`src/rtl/cpu_bus_arbiter_if.sv`:
```
// Bundle of the two CPU-side master buses and the single system-bus slave port
// seen by cpu_bus_arbiter; the arbiter uses the slave view, the environment the master view.
interface cpu_bus_arbiter_if;
  logic        i_ibus_request;
  logic        o_ibus_ready;
  logic [31:0] i_ibus_address;
  logic [31:0] o_ibus_rdata;
  logic        i_dbus_rw;
  logic        i_dbus_request;
  logic        o_dbus_ready;
  logic [31:0] i_dbus_address;
  logic [31:0] i_dbus_wdata;
  logic [31:0] o_dbus_rdata;
  logic        o_bus_rw;
  logic        o_bus_request;
  logic        i_bus_ready;
  logic [31:0] o_bus_address;
  logic [31:0] i_bus_rdata;
  logic [31:0] o_bus_wdata;
  logic [1:0]  o_grant;
  logic        o_timeout;

  modport slave (
    input  i_ibus_request, i_ibus_address,
    input  i_dbus_rw, i_dbus_request, i_dbus_address, i_dbus_wdata,
    input  i_bus_ready, i_bus_rdata,
    output o_ibus_ready, o_ibus_rdata, o_dbus_ready, o_dbus_rdata,
    output o_bus_rw, o_bus_request, o_bus_address, o_bus_wdata,
    output o_grant, o_timeout
  );

  modport master (
    output i_ibus_request, i_ibus_address,
    output i_dbus_rw, i_dbus_request, i_dbus_address, i_dbus_wdata,
    output i_bus_ready, i_bus_rdata,
    input  o_ibus_ready, o_ibus_rdata, o_dbus_ready, o_dbus_rdata,
    input  o_bus_rw, o_bus_request, o_bus_address, o_bus_wdata,
    input  o_grant, o_timeout
  );
endinterface

```
`src/rtl/cpu_bus_arbiter.sv`:
```
// Two-master (ibus read-only, dbus read/write) to one-slave bus arbiter with
// round-robin or dbus-priority arbitration and an optional slave-response watchdog.
module cpu_bus_arbiter #(
  parameter int ROUND_ROBIN = 1,
  parameter int TIMEOUT     = 0
) (
  input logic              i_clock,
  input logic              i_reset,
  cpu_bus_arbiter_if.slave bus
);
  localparam int CNT_W = (TIMEOUT > 0) ? $clog2(TIMEOUT + 1) : 1;
  localparam logic [CNT_W-1:0] CNT_LAST = CNT_W'((TIMEOUT > 0) ? TIMEOUT - 1 : 0);

  typedef enum logic [1:0] {IDLE, BUSY, RELEASE} state_t;

  state_t           state;
  logic [CNT_W-1:0] wd_cnt;
  logic             last_dbus;
  logic             grant_dbus;
  logic             pick_dbus;
  logic             gnt_req;
  logic             tmo_hit;
  logic             xfer_rdy;
  logic [31:0]      xfer_rdata;

  assign grant_dbus = bus.o_grant[1];

  // On a tie round-robin hands the bus to the master that did not have it last.
  assign pick_dbus = bus.i_dbus_request &&
                     (!bus.i_ibus_request || (ROUND_ROBIN == 0) || !last_dbus);

  assign gnt_req = grant_dbus ? bus.i_dbus_request : bus.i_ibus_request;
  assign tmo_hit = (TIMEOUT > 0) && (wd_cnt == CNT_LAST) && !bus.i_bus_ready;

  always_comb begin
    xfer_rdy      = 1'b0;
    xfer_rdata    = '0;
    bus.o_timeout = 1'b0;
    if (state == BUSY && gnt_req) begin
      if (bus.i_bus_ready) begin
        xfer_rdy   = 1'b1;
        xfer_rdata = bus.i_bus_rdata;
      end else if (tmo_hit) begin
        xfer_rdy      = 1'b1;
        bus.o_timeout = 1'b1;
      end
    end
  end

  // Ready and read data reach only the granted master; the other sees zeros.
  assign bus.o_ibus_ready = xfer_rdy && !grant_dbus;
  assign bus.o_dbus_ready = xfer_rdy && grant_dbus;
  assign bus.o_ibus_rdata = (xfer_rdy && !grant_dbus) ? xfer_rdata : '0;
  assign bus.o_dbus_rdata = (xfer_rdy && grant_dbus) ? xfer_rdata : '0;

  always_ff @(posedge i_clock) begin
    if (i_reset) begin
      state             <= IDLE;
      wd_cnt            <= '0;
      last_dbus         <= 1'b0;
      bus.o_bus_request <= 1'b0;
      bus.o_bus_rw      <= 1'b0;
      bus.o_bus_address <= '0;
      bus.o_bus_wdata   <= '0;
      bus.o_grant       <= 2'b00;
    end else begin
      unique case (state)
        IDLE: begin
          if (bus.i_ibus_request || bus.i_dbus_request) begin
            bus.o_bus_address <= pick_dbus ? bus.i_dbus_address : bus.i_ibus_address;
            bus.o_bus_rw      <= pick_dbus && bus.i_dbus_rw;
            bus.o_bus_wdata   <= pick_dbus ? bus.i_dbus_wdata : '0;
            bus.o_bus_request <= 1'b1;
            bus.o_grant       <= pick_dbus ? 2'b10 : 2'b01;
            last_dbus         <= pick_dbus;
            wd_cnt            <= '0;
            state             <= BUSY;
          end
        end
        BUSY: begin
          // Completion, abort and watchdog expiry all leave through RELEASE.
          if (!gnt_req || bus.i_bus_ready || tmo_hit) begin
            bus.o_bus_request <= 1'b0;
            state             <= RELEASE;
          end else begin
            wd_cnt <= wd_cnt + CNT_W'(1);
          end
        end
        RELEASE: begin
          bus.o_grant <= 2'b00;
          state       <= IDLE;
        end
        default: state <= IDLE;
      endcase
    end
  end
endmodule

```
`src/flat_wrapper.sv`:
```
// flat-port wrapper written by rule: the top's interface ports become plain ports
module cpu_bus_arbiter_flat 
#(
  parameter int ROUND_ROBIN = 1,
  parameter int TIMEOUT     = 0
)
  (i_clock, i_reset, bus_i_ibus_request, bus_i_ibus_address, bus_i_dbus_rw, bus_i_dbus_request, bus_i_dbus_address, bus_i_dbus_wdata, bus_i_bus_ready, bus_i_bus_rdata, bus_o_ibus_ready, bus_o_ibus_rdata, bus_o_dbus_ready, bus_o_dbus_rdata, bus_o_bus_rw, bus_o_bus_request, bus_o_bus_address, bus_o_bus_wdata, bus_o_grant, bus_o_timeout);
  cpu_bus_arbiter_if bus_i ();
  input logic i_clock;
  input logic i_reset;
  input wire logic [$bits(bus_i.i_ibus_request)-1:0] bus_i_ibus_request;
  input wire logic [$bits(bus_i.i_ibus_address)-1:0] bus_i_ibus_address;
  input wire logic [$bits(bus_i.i_dbus_rw)-1:0] bus_i_dbus_rw;
  input wire logic [$bits(bus_i.i_dbus_request)-1:0] bus_i_dbus_request;
  input wire logic [$bits(bus_i.i_dbus_address)-1:0] bus_i_dbus_address;
  input wire logic [$bits(bus_i.i_dbus_wdata)-1:0] bus_i_dbus_wdata;
  input wire logic [$bits(bus_i.i_bus_ready)-1:0] bus_i_bus_ready;
  input wire logic [$bits(bus_i.i_bus_rdata)-1:0] bus_i_bus_rdata;
  output wire logic [$bits(bus_i.o_ibus_ready)-1:0] bus_o_ibus_ready;
  output wire logic [$bits(bus_i.o_ibus_rdata)-1:0] bus_o_ibus_rdata;
  output wire logic [$bits(bus_i.o_dbus_ready)-1:0] bus_o_dbus_ready;
  output wire logic [$bits(bus_i.o_dbus_rdata)-1:0] bus_o_dbus_rdata;
  output wire logic [$bits(bus_i.o_bus_rw)-1:0] bus_o_bus_rw;
  output wire logic [$bits(bus_i.o_bus_request)-1:0] bus_o_bus_request;
  output wire logic [$bits(bus_i.o_bus_address)-1:0] bus_o_bus_address;
  output wire logic [$bits(bus_i.o_bus_wdata)-1:0] bus_o_bus_wdata;
  output wire logic [$bits(bus_i.o_grant)-1:0] bus_o_grant;
  output wire logic [$bits(bus_i.o_timeout)-1:0] bus_o_timeout;
  assign bus_i.i_ibus_request = bus_i_ibus_request;
  assign bus_i.i_ibus_address = bus_i_ibus_address;
  assign bus_i.i_dbus_rw = bus_i_dbus_rw;
  assign bus_i.i_dbus_request = bus_i_dbus_request;
  assign bus_i.i_dbus_address = bus_i_dbus_address;
  assign bus_i.i_dbus_wdata = bus_i_dbus_wdata;
  assign bus_i.i_bus_ready = bus_i_bus_ready;
  assign bus_i.i_bus_rdata = bus_i_bus_rdata;
  assign bus_o_ibus_ready = bus_i.o_ibus_ready;
  assign bus_o_ibus_rdata = bus_i.o_ibus_rdata;
  assign bus_o_dbus_ready = bus_i.o_dbus_ready;
  assign bus_o_dbus_rdata = bus_i.o_dbus_rdata;
  assign bus_o_bus_rw = bus_i.o_bus_rw;
  assign bus_o_bus_request = bus_i.o_bus_request;
  assign bus_o_bus_address = bus_i.o_bus_address;
  assign bus_o_bus_wdata = bus_i.o_bus_wdata;
  assign bus_o_grant = bus_i.o_grant;
  assign bus_o_timeout = bus_i.o_timeout;
  cpu_bus_arbiter #(.ROUND_ROBIN(ROUND_ROBIN), .TIMEOUT(TIMEOUT)) u_core (.i_clock(i_clock), .i_reset(i_reset), .bus(bus_i));
endmodule
```
`config.mk`:
```
export PLATFORM = sky130hd
export DESIGN_NAME = cpu_bus_arbiter_flat
export DESIGN_NICKNAME = d
export VERILOG_FILES = /design/src/rtl/cpu_bus_arbiter_if.sv /design/src/rtl/cpu_bus_arbiter.sv /design/src/flat_wrapper.sv
export SDC_FILE = /design/constraint.sdc
export NUM_CORES = 1
export LEC_CHECK = 0
export CORE_ASPECT_RATIO = 0.6
export CORE_MARGIN = 2
export CORE_UTILIZATION = 36
export DETAILED_ROUTE_END_ITERATION = 8
export GPL_ROUTABILITY_DRIVEN = 0
export HOLD_SLACK_MARGIN = 0.05
export MAX_ROUTING_LAYER = met4
export PLACE_DENSITY = 0.95
export SYNTH_ARGS = -nofsm -noshare
export SYNTH_HDL_FRONTEND = slang
export SYNTH_SLANG_ARGS = --single-unit
```
`constraint.sdc`:
```
create_clock -name i_clock -period 3.47 [get_ports i_clock]
set_clock_uncertainty 0.2 [all_clocks]
set_input_delay 0.8675 -clock i_clock [delete_from_list [all_inputs] [get_ports i_clock]]
set_output_delay 0.8675 -clock i_clock [all_outputs]
set_load 0.02 [all_outputs]
```
==> run summary, run 1 <==
CTS saw 71 sinks. The run gives 0 as the initial antenna violation count. The share of cells above drive strength 1 is 0.170. The horizontal extent of the die is 131 microns, and the first-pass GRT wire length is 20.5 mm. After synthesis the netlist holds a flip-flop and latch count of 71. The filler cells instantiated in the layout total 752.

After technology mapping, the gate count stands at 400. Before antenna repair, the detailed router went through 5 iterations. Across all hold checks on the routed design, the worst slack comes to 274 ps. The overall fraction of global-route tracks in use was 0.260; the H-tree depth reported by CTS was 3. For the number of buffers inserted during clock tree synthesis, the log shows 9. The clock reaches the later pin of the worst-skew pair after 320 ps. The min-delay analysis places its worst path in the category flop to flop. For this block, the initial DRC count from the detailed router was 216. STA classifies the critical path startpoint as an input pin. The number of different library cells used by synthesis comes to 28. Setup violations remaining at the end of the flow were counted as 0. Total vias in the final route: 4067. The cell area power density is 404 nW/um^2, and the data arrival at the endpoint of the critical path is 2340 ps. The tools report the placeable core region as 9290 sq um. By area the synthesized netlist is led by sky130_fd_sc_hd__dfxtp_1 41%, sky130_fd_sc_hd__and2_1 11%, sky130_fd_sc_hd__a21oi_1 9.5%. Of all nets on the critical path, the largest fanout is 16. After global routing the overflow that remains totals 0. Entering global routing, the biggest net connects 70 pins.

The logs give 0.680 for the final cell utilization of the core and 14.0 mm for the wire length reported by the detailed router. Share of synthesized registers carrying an async set or reset: 0. The post-DP HPWL is 10.2 mm, and the final clock period utilization by the worst path is 0.983. The count of buffers from port buffering is 267, and the number of pins exceeding their max-slew limit in the final report is 0.

The fraction of post-synthesis cell area in the top cell type by area is 0.408. The kind of critical path is input pin to output pin. Initial standard-cell utilization of the core: 0.375. The synthesized design spends more area on one cell type than any other, namely sky130_fd_sc_hd__dfxtp_1. For the pin with the worst max-slew slack, the measured transition is 1160 ps. The tool flagged a number of max-cap violations equal to 0. During synthesis, Yosys emitted a total of 0 warnings. Maximum resistive drop on vdd: 274 uV. The commonest cells after synthesis are 71 x sky130_fd_sc_hd__dfxtp_1, 66 x sky130_fd_sc_hd__a21oi_1, 64 x sky130_fd_sc_hd__and2_1. In this run, post-CTS hold repair placed 0 buffers. The floorplan step defined a die boundary enclosing 10500 sq um. The required time at the endpoint of the critical path is 2400 ps, and the overall die height is 80.2 microns. The longest clock path from root to sink contains 2 buffers.

The sequential area share after synthesis came out at 0.408. The tools report the slack of the worst reg-to-reg path as 1240 ps. In this run the core area contains 27 standard-cell rows. Averaged over all synthesized cells, the footprint is 8.72 sq um.

The leakage power came out at 2.56 nW. The worst setup path is captured at an output pin. The mean routed wirelength per cell was 17.9 microns. Setup repair after global routing left no endpoint under its margin.

The per-cell via count in the routed design was 5.19. In the final design database the tool counted 782 nets. 0 antenna diodes ended up in the layout. In this run the remaining antenna-violating nets after routing total 0. The hold violation total from the final report was 0. Clock-pin slew was measured on the worst setup and hold paths at 60 ps. Total I/O pin count: 269. Counting I/O delays and the setup requirement, the final critical path takes 3410 ps. The area growth from synthesis to layout is 81.3%. In the synthesized netlist the dominant register cell turns out to be sky130_fd_sc_hd__dfxtp_1. The number of global-route vias before repair is 3920, and the upper clock frequency limit is 293 MHz. The number of nets in the synthesized netlist is 534. The run gives 0 as the remaining design rule violation count.

Worst relative slew slack: 0.222. Counting flops with a built-in enable in the synthesized netlist gives 0. The run finished with clean final reports. Summed over all failing endpoints, the final setup total negative slack is 0 ps. The buffer type at the clock tree root is sky130_fd_sc_hd__clkbuf_16. The cell area that synthesis handed to floorplanning was 3490 sq um.

The most common cell in the netlist was sky130_fd_sc_hd__dfxtp_1. TritonCTS built the clock tree.
layout by cell type (no fill, tap or decap), types with 2 or more instances in the layout:
cell type                         count
sky130_fd_sc_hd__a211oi_1            26
sky130_fd_sc_hd__mux2i_1             33
sky130_fd_sc_hd__o21ai_0             36
sky130_fd_sc_hd__a211oi_2             6
sky130_fd_sc_hd__and2_1              63
sky130_fd_sc_hd__buf_12               4
sky130_fd_sc_hd__clkinv_2             3
sky130_fd_sc_hd__nand4_1             33
sky130_fd_sc_hd__clkdlybuf4s50_1    200
sky130_fd_sc_hd__buf_4               14
sky130_fd_sc_hd__dfxtp_1             71
sky130_fd_sc_hd__clkbuf_16           11
sky130_fd_sc_hd__buf_6                3
sky130_fd_sc_hd__clkbuf_2            33
sky130_fd_sc_hd__nor2_2               2
sky130_fd_sc_hd__buf_2               26
sky130_fd_sc_hd__a21oi_1             66
sky130_fd_sc_hd__o211a_1              2
where the power goes:
| group | internal (mW) | total [mW] | leakage (nW) | switching (mW) |
|---|---|---|---|---|
| Sequential | 0.890 | 0.932 | 0.585 | 0.0421 |
| Combinational | 0.373 | 0.735 | 1.84 | 0.362 |
| Clock | 0.553 | 0.885 | 0.142 | 0.331 |
critical path, cell delays in order:
cell	delay, ps
sky130_fd_sc_hd__clkdlybuf4s50_1	480
sky130_fd_sc_hd__nand3b_1	160
sky130_fd_sc_hd__nor3b_4	210
sky130_fd_sc_hd__buf_6	150
sky130_fd_sc_hd__clkbuf_16	160
sky130_fd_sc_hd__and2_1	140
sky130_fd_sc_hd__buf_2	170
flip-flops by register name, indices dropped and copies added (netlist names):
name                      flops
u_core.bus.o_bus_address     32
u_core.bus.o_bus_request      1
u_core.bus.o_bus_rw           1
u_core.bus.o_bus_wdata       32
u_core.bus.o_grant            2
u_core.last_dbus              1
u_core.state                  2
repair_timing:
item,4_1_cts,5_1_grt
resized for setup,139,102
buffers inserted,0,1
gates cloned,0,2
endpoints found under the hold margin,0,0
pin swaps,1,0
setup endpoints to repair,66,52
kinds of logic (layout without fill, tap and decap cells):
kind of cell	count (synthesis)	after routing	share of synthesized area
AO/OA/AOI/OAI	142	142	0.245
AND/OR/NAND/NOR	105	105	0.187
flip-flops	71	71	0.408
buffers and inverters	48	301	0.0639
multiplexers	33	33	0.0947
other	1	1	0.00108
per-stage QoR:
| stage | setup slack, ps | power (mW) | instances | area, sq um |
|---|---|---|---|---|
| 2_1_floorplan | 507 | 1.29 | 400 | 3490 |
| 3_3_place_gp | -296 | 1.66 | 764 | 6260 |
| 3_5_place_dp | -372 | 1.68 | 764 | 6260 |
| 4_1_cts | 0.198 | 2.56 | 780 | 6500 |
| 5_1_grt | 4.80 | 2.67 | 783 | 6320 |
| 6_report | 58.6 | 2.55 | 783 | 6320 |
routing by layer:
metal / part of all wire / up-vias / GRT usage
met5: 0 / - / -
met4: 0.012 / 0 / 0.0691
met3: 0.061 / 16 / 0.0593
met2: 0.50 / 163 / 0.441
met1: 0.42 / 1937 / 0.312
li1: - / 1951 / -
path summary, 6_finish.rpt:
check,cells past startpoint,startpoint,endpoint
setup / recovery,7,bus_i_bus_ready,bus_o_ibus_rdata[2]
hold / removal,2,u_core.bus.o_bus_wdata[26]$_SDFFE_PP0P_,u_core.bus.o_bus_wdata[26]$_SDFFE_PP0P_
setup reg to reg,4,u_core.state[1]$_SDFFE_PP0P_,u_core.bus.o_grant[1]$_SDFFE_PP0P_
hold reg to reg,2,u_core.bus.o_bus_wdata[26]$_SDFFE_PP0P_,u_core.bus.o_bus_wdata[26]$_SDFFE_PP0P_
area by class of cell:
cell class	instances	area, sq um	area share
clock buffers	10	229	0.0362
clock inverters	6	61.3	0.00970
inverters	2	7.51	0.00119
multi-input cells	281	1860	0.295
flip-flops and latches	71	1420	0.225
well taps	130	163	0.0257
repair buffers	283	2570	0.407
Power figures use the tool's default switching activity.
==> run 2: changes to the inputs <==
CORE_MARGIN = not set   (was 2)
==> run 2 against run 1 <==
Against the previous run: combinational power down 2%; sequential power about the same; die area down 4.0%; via count down 0.91%; non-clock buffer count down 3; sequential share of layout area down 0.15 points; register-to-register slack worse by 20 ps; flip-flop and latch count unchanged; critical path depth down 1; largest cell class unchanged.
==> run summary, run 2 (synthesis results as in run 1) <==
The run finished with clean final reports. The deepest clock path buffer count was 2 (unchanged). The tools report the detailed router's first-iteration violation count as 242 (+12%).

The worst reg-to-reg path cell count was 5 (+1). The overall die height was 78.2 microns (-2.5%); the final critical-path setup slack was 90.6 ps (+32.0 ps). Transition time at the pin with the least slew margin: 1070 ps (-92.9 ps). The run gives 0 (unchanged) as the post-route antenna net violation count.

In the final layout, the registers with the most flip-flops are u_core.bus.o_bus_address x32, u_core.bus.o_bus_wdata x32. The run gives 5 (unchanged) as the detailed-routing iteration count for the pre-antenna-repair pass. The setup-violating endpoint count in the final report was 0 (unchanged); the slack of the worst reg-to-reg path was 1220 ps (-20 ps). The total vias in the final route was 4030 (-0.91%); the layout-stage area growth over the synthesis result was 82.5%.

The number of pins exceeding their max-slew limit in the final report came out at 0 (unchanged). The CTS clock-pin slew for the worst setup and hold paths came out at 50 ps (about the same). The clock latency reported for the late side of the worst-skew pair is 320 ps (about the same). The commonest non-fill, non-tap cell in the layout is sky130_fd_sc_hd__clkdlybuf4s50_1. For the largest net degree at the start of global routing, the log shows 61 (-13%). Wire length reported by the detailed router: 13.1 mm (-6.4%). The final clock period utilization by the worst path is 0.974 (-0.00923). Hold violation total from the final report: 0 (unchanged). TritonCTS built the clock tree. The logs give 0 (unchanged) for the post-CTS setup buffer count and 0.685 (+0.00471) for the final cell utilization of the core. The horizontal extent of the die was 129 microns (-1.5%); the smallest hold slack was 271 ps (-2.47 ps).

The number of global-route vias before repair is 4008 (+2.2%), and the count of maximum capacitance violations is 0 (unchanged). The run gives 2.72 mW (+6.4%) as the total power of the final layout. The number of antenna diodes was 0 (unchanged); the share of cells above drive strength 1 was 0.135 (-0.0346). The run gives 27 (unchanged) as the cell row count.

The largest fanout of any net on the critical path came out at 33 (+17). The startpoint identified for the worst hold timing path is u_core.bus.o_bus_wdata[26]$_SDFFE_PP0P_. The total I/O pin count is 269 (unchanged).

The global-route congestion overflow total was 0 (unchanged). The tools report the buffer type at the clock tree root as sky130_fd_sc_hd__clkbuf_16. Initial antenna violation count: 0 (unchanged). Count of buffers from port buffering: 267 (unchanged).

The cell depth of the worst hold path is 2 (unchanged). The overall fraction of global-route tracks in use was 0.265 (+0.00542). The met1 routed wirelength after detailed routing was 5.68 mm (-4.4%); the upper clock frequency limit was 296 MHz (+0.95%).

The worst register-to-register path begins at u_core.state[1]$_SDFFE_PP0P_. The run gives 9290 sq um (unchanged) as the placeable core region. The tools report the initial standard-cell utilization of the core as 0.375 (unchanged). The endpoint identified for the worst register-to-register timing path is u_core.bus.o_bus_wdata[6]$_SDFFE_PP0P_. The total number of nets in the final design was 779 (-0.38%); the minimum clock period was 3380 ps (-32.0 ps). The data arrival at the endpoint of the critical path is 2310 ps (-30 ps), and the worst setup timing slack at the placement stage is -347 ps (+25.7 ps). The total die area is 10100 sq um (-4.0%), and the H-tree depth reported by CTS is 3 (unchanged). The routed length on met3 was 874 microns (+2.5%); the cell area power density was 427 nW/um^2 (+5.7%).

The top cell types in the final layout, fill and taps aside, are 200 x sky130_fd_sc_hd__clkdlybuf4s50_1, 71 x sky130_fd_sc_hd__dfxtp_1, 66 x sky130_fd_sc_hd__a21oi_1. STA classifies the critical path endpoint as an output pin. The most critical setup path has its startpoint at bus_i_bus_ready.

The layout filler cell count is 742 (-1.3%), and the number of buffers inserted during clock tree synthesis is 9 (unchanged). The leakage power came out at 2.55 nW (-0.37%). The logs give 2400 ps (about the same) for the required time at the endpoint of the critical path and 0 (unchanged) for the remaining design rule violation count.

The critical path is of the input pin to output pin type. The tools report the first-pass GRT wire length as 20.3 mm (-0.91%). The worst hold path terminates at u_core.bus.o_bus_wdata[26]$_SDFFE_PP0P_. The highest routed metal layer was met4. STA classifies the critical path startpoint as an input pin. The tools report the worst relative slew slack as 0.286 (+0.0631).

Mean routed wirelength per cell: 16.8 microns (-6.0%). Type of the worst min-delay path: flop to flop. The post-DP HPWL is 9.69 mm (-5.1%), and the clock sink count is 71 (unchanged). The maximum resistive drop on vdd came out at 376 uV (+37%). For the met2 wirelength from detailed routing, the log shows 6.38 mm (-9.8%).

The per-cell via count in the routed design was 5.17 (-0.53%).
==> run 2: stage by stage <==
step	area (sq um)	instances	setup TNS [ps]
6_report	6360	780	0
5_1_grt	6360	780	-20.5
4_1_cts	6580	780	0
3_5_place_dp	6250	764	-18300
3_3_place_gp	6250	764	-15840
2_1_floorplan	3490	400	0
==> run 2: routing by layer <==
metal,GRT usage,vias up
met4,0.0812,0
met5,-,-
li1,-,1940
met3,0.0784,18
met2,0.440,185
met1,0.309,1887
==> run 2: where the power goes <==
part,internal [mW],switching [mW],total [mW]
logic,0.365,0.356,0.721
clock network,0.723,0.341,1.06
registers,0.890,0.0402,0.930
total,1.98,0.738,2.72
==> run 2: worst max path at each step <==
stage | cells past startpoint | to | slack [ps]
floorplan | 4 | bus_o_ibus_rdata[13] | 510
global placement | 6 | bus_o_dbus_rdata[28] | -260
detailed placement | 6 | bus_o_ibus_rdata[10] | -350
CTS | 6 | bus_o_ibus_rdata[11] | 7
global route | 6 | bus_o_dbus_rdata[12] | -20
finish | 6 | bus_o_ibus_rdata[30] | 90
==> run 2: final cells by class <==
class,count,area [sq um],share of cell area
repair buffers,280,2570,0.404
multi-input cells,281,1860,0.292
flip-flops and latches,71,1420,0.223
clock buffers,11,243,0.0381
well taps,130,163,0.0256
clock inverters,5,104,0.0163
inverters,2,7.51,0.00118
==> run 2: worst max-delay path: stages <==
cell	delay, ps
sky130_fd_sc_hd__clkdlybuf4s50_1	490
sky130_fd_sc_hd__nand3b_1	140
sky130_fd_sc_hd__nor3b_2	260
sky130_fd_sc_hd__buf_12	200
sky130_fd_sc_hd__and2_1	160
sky130_fd_sc_hd__buf_2	180
==> run 2: timing repair <==
item                       in CTS  in global routing
hold buffers                    0                  0
resized for setup             134                 76
pin swaps                       0                  2
setup endpoints to repair      66                 62
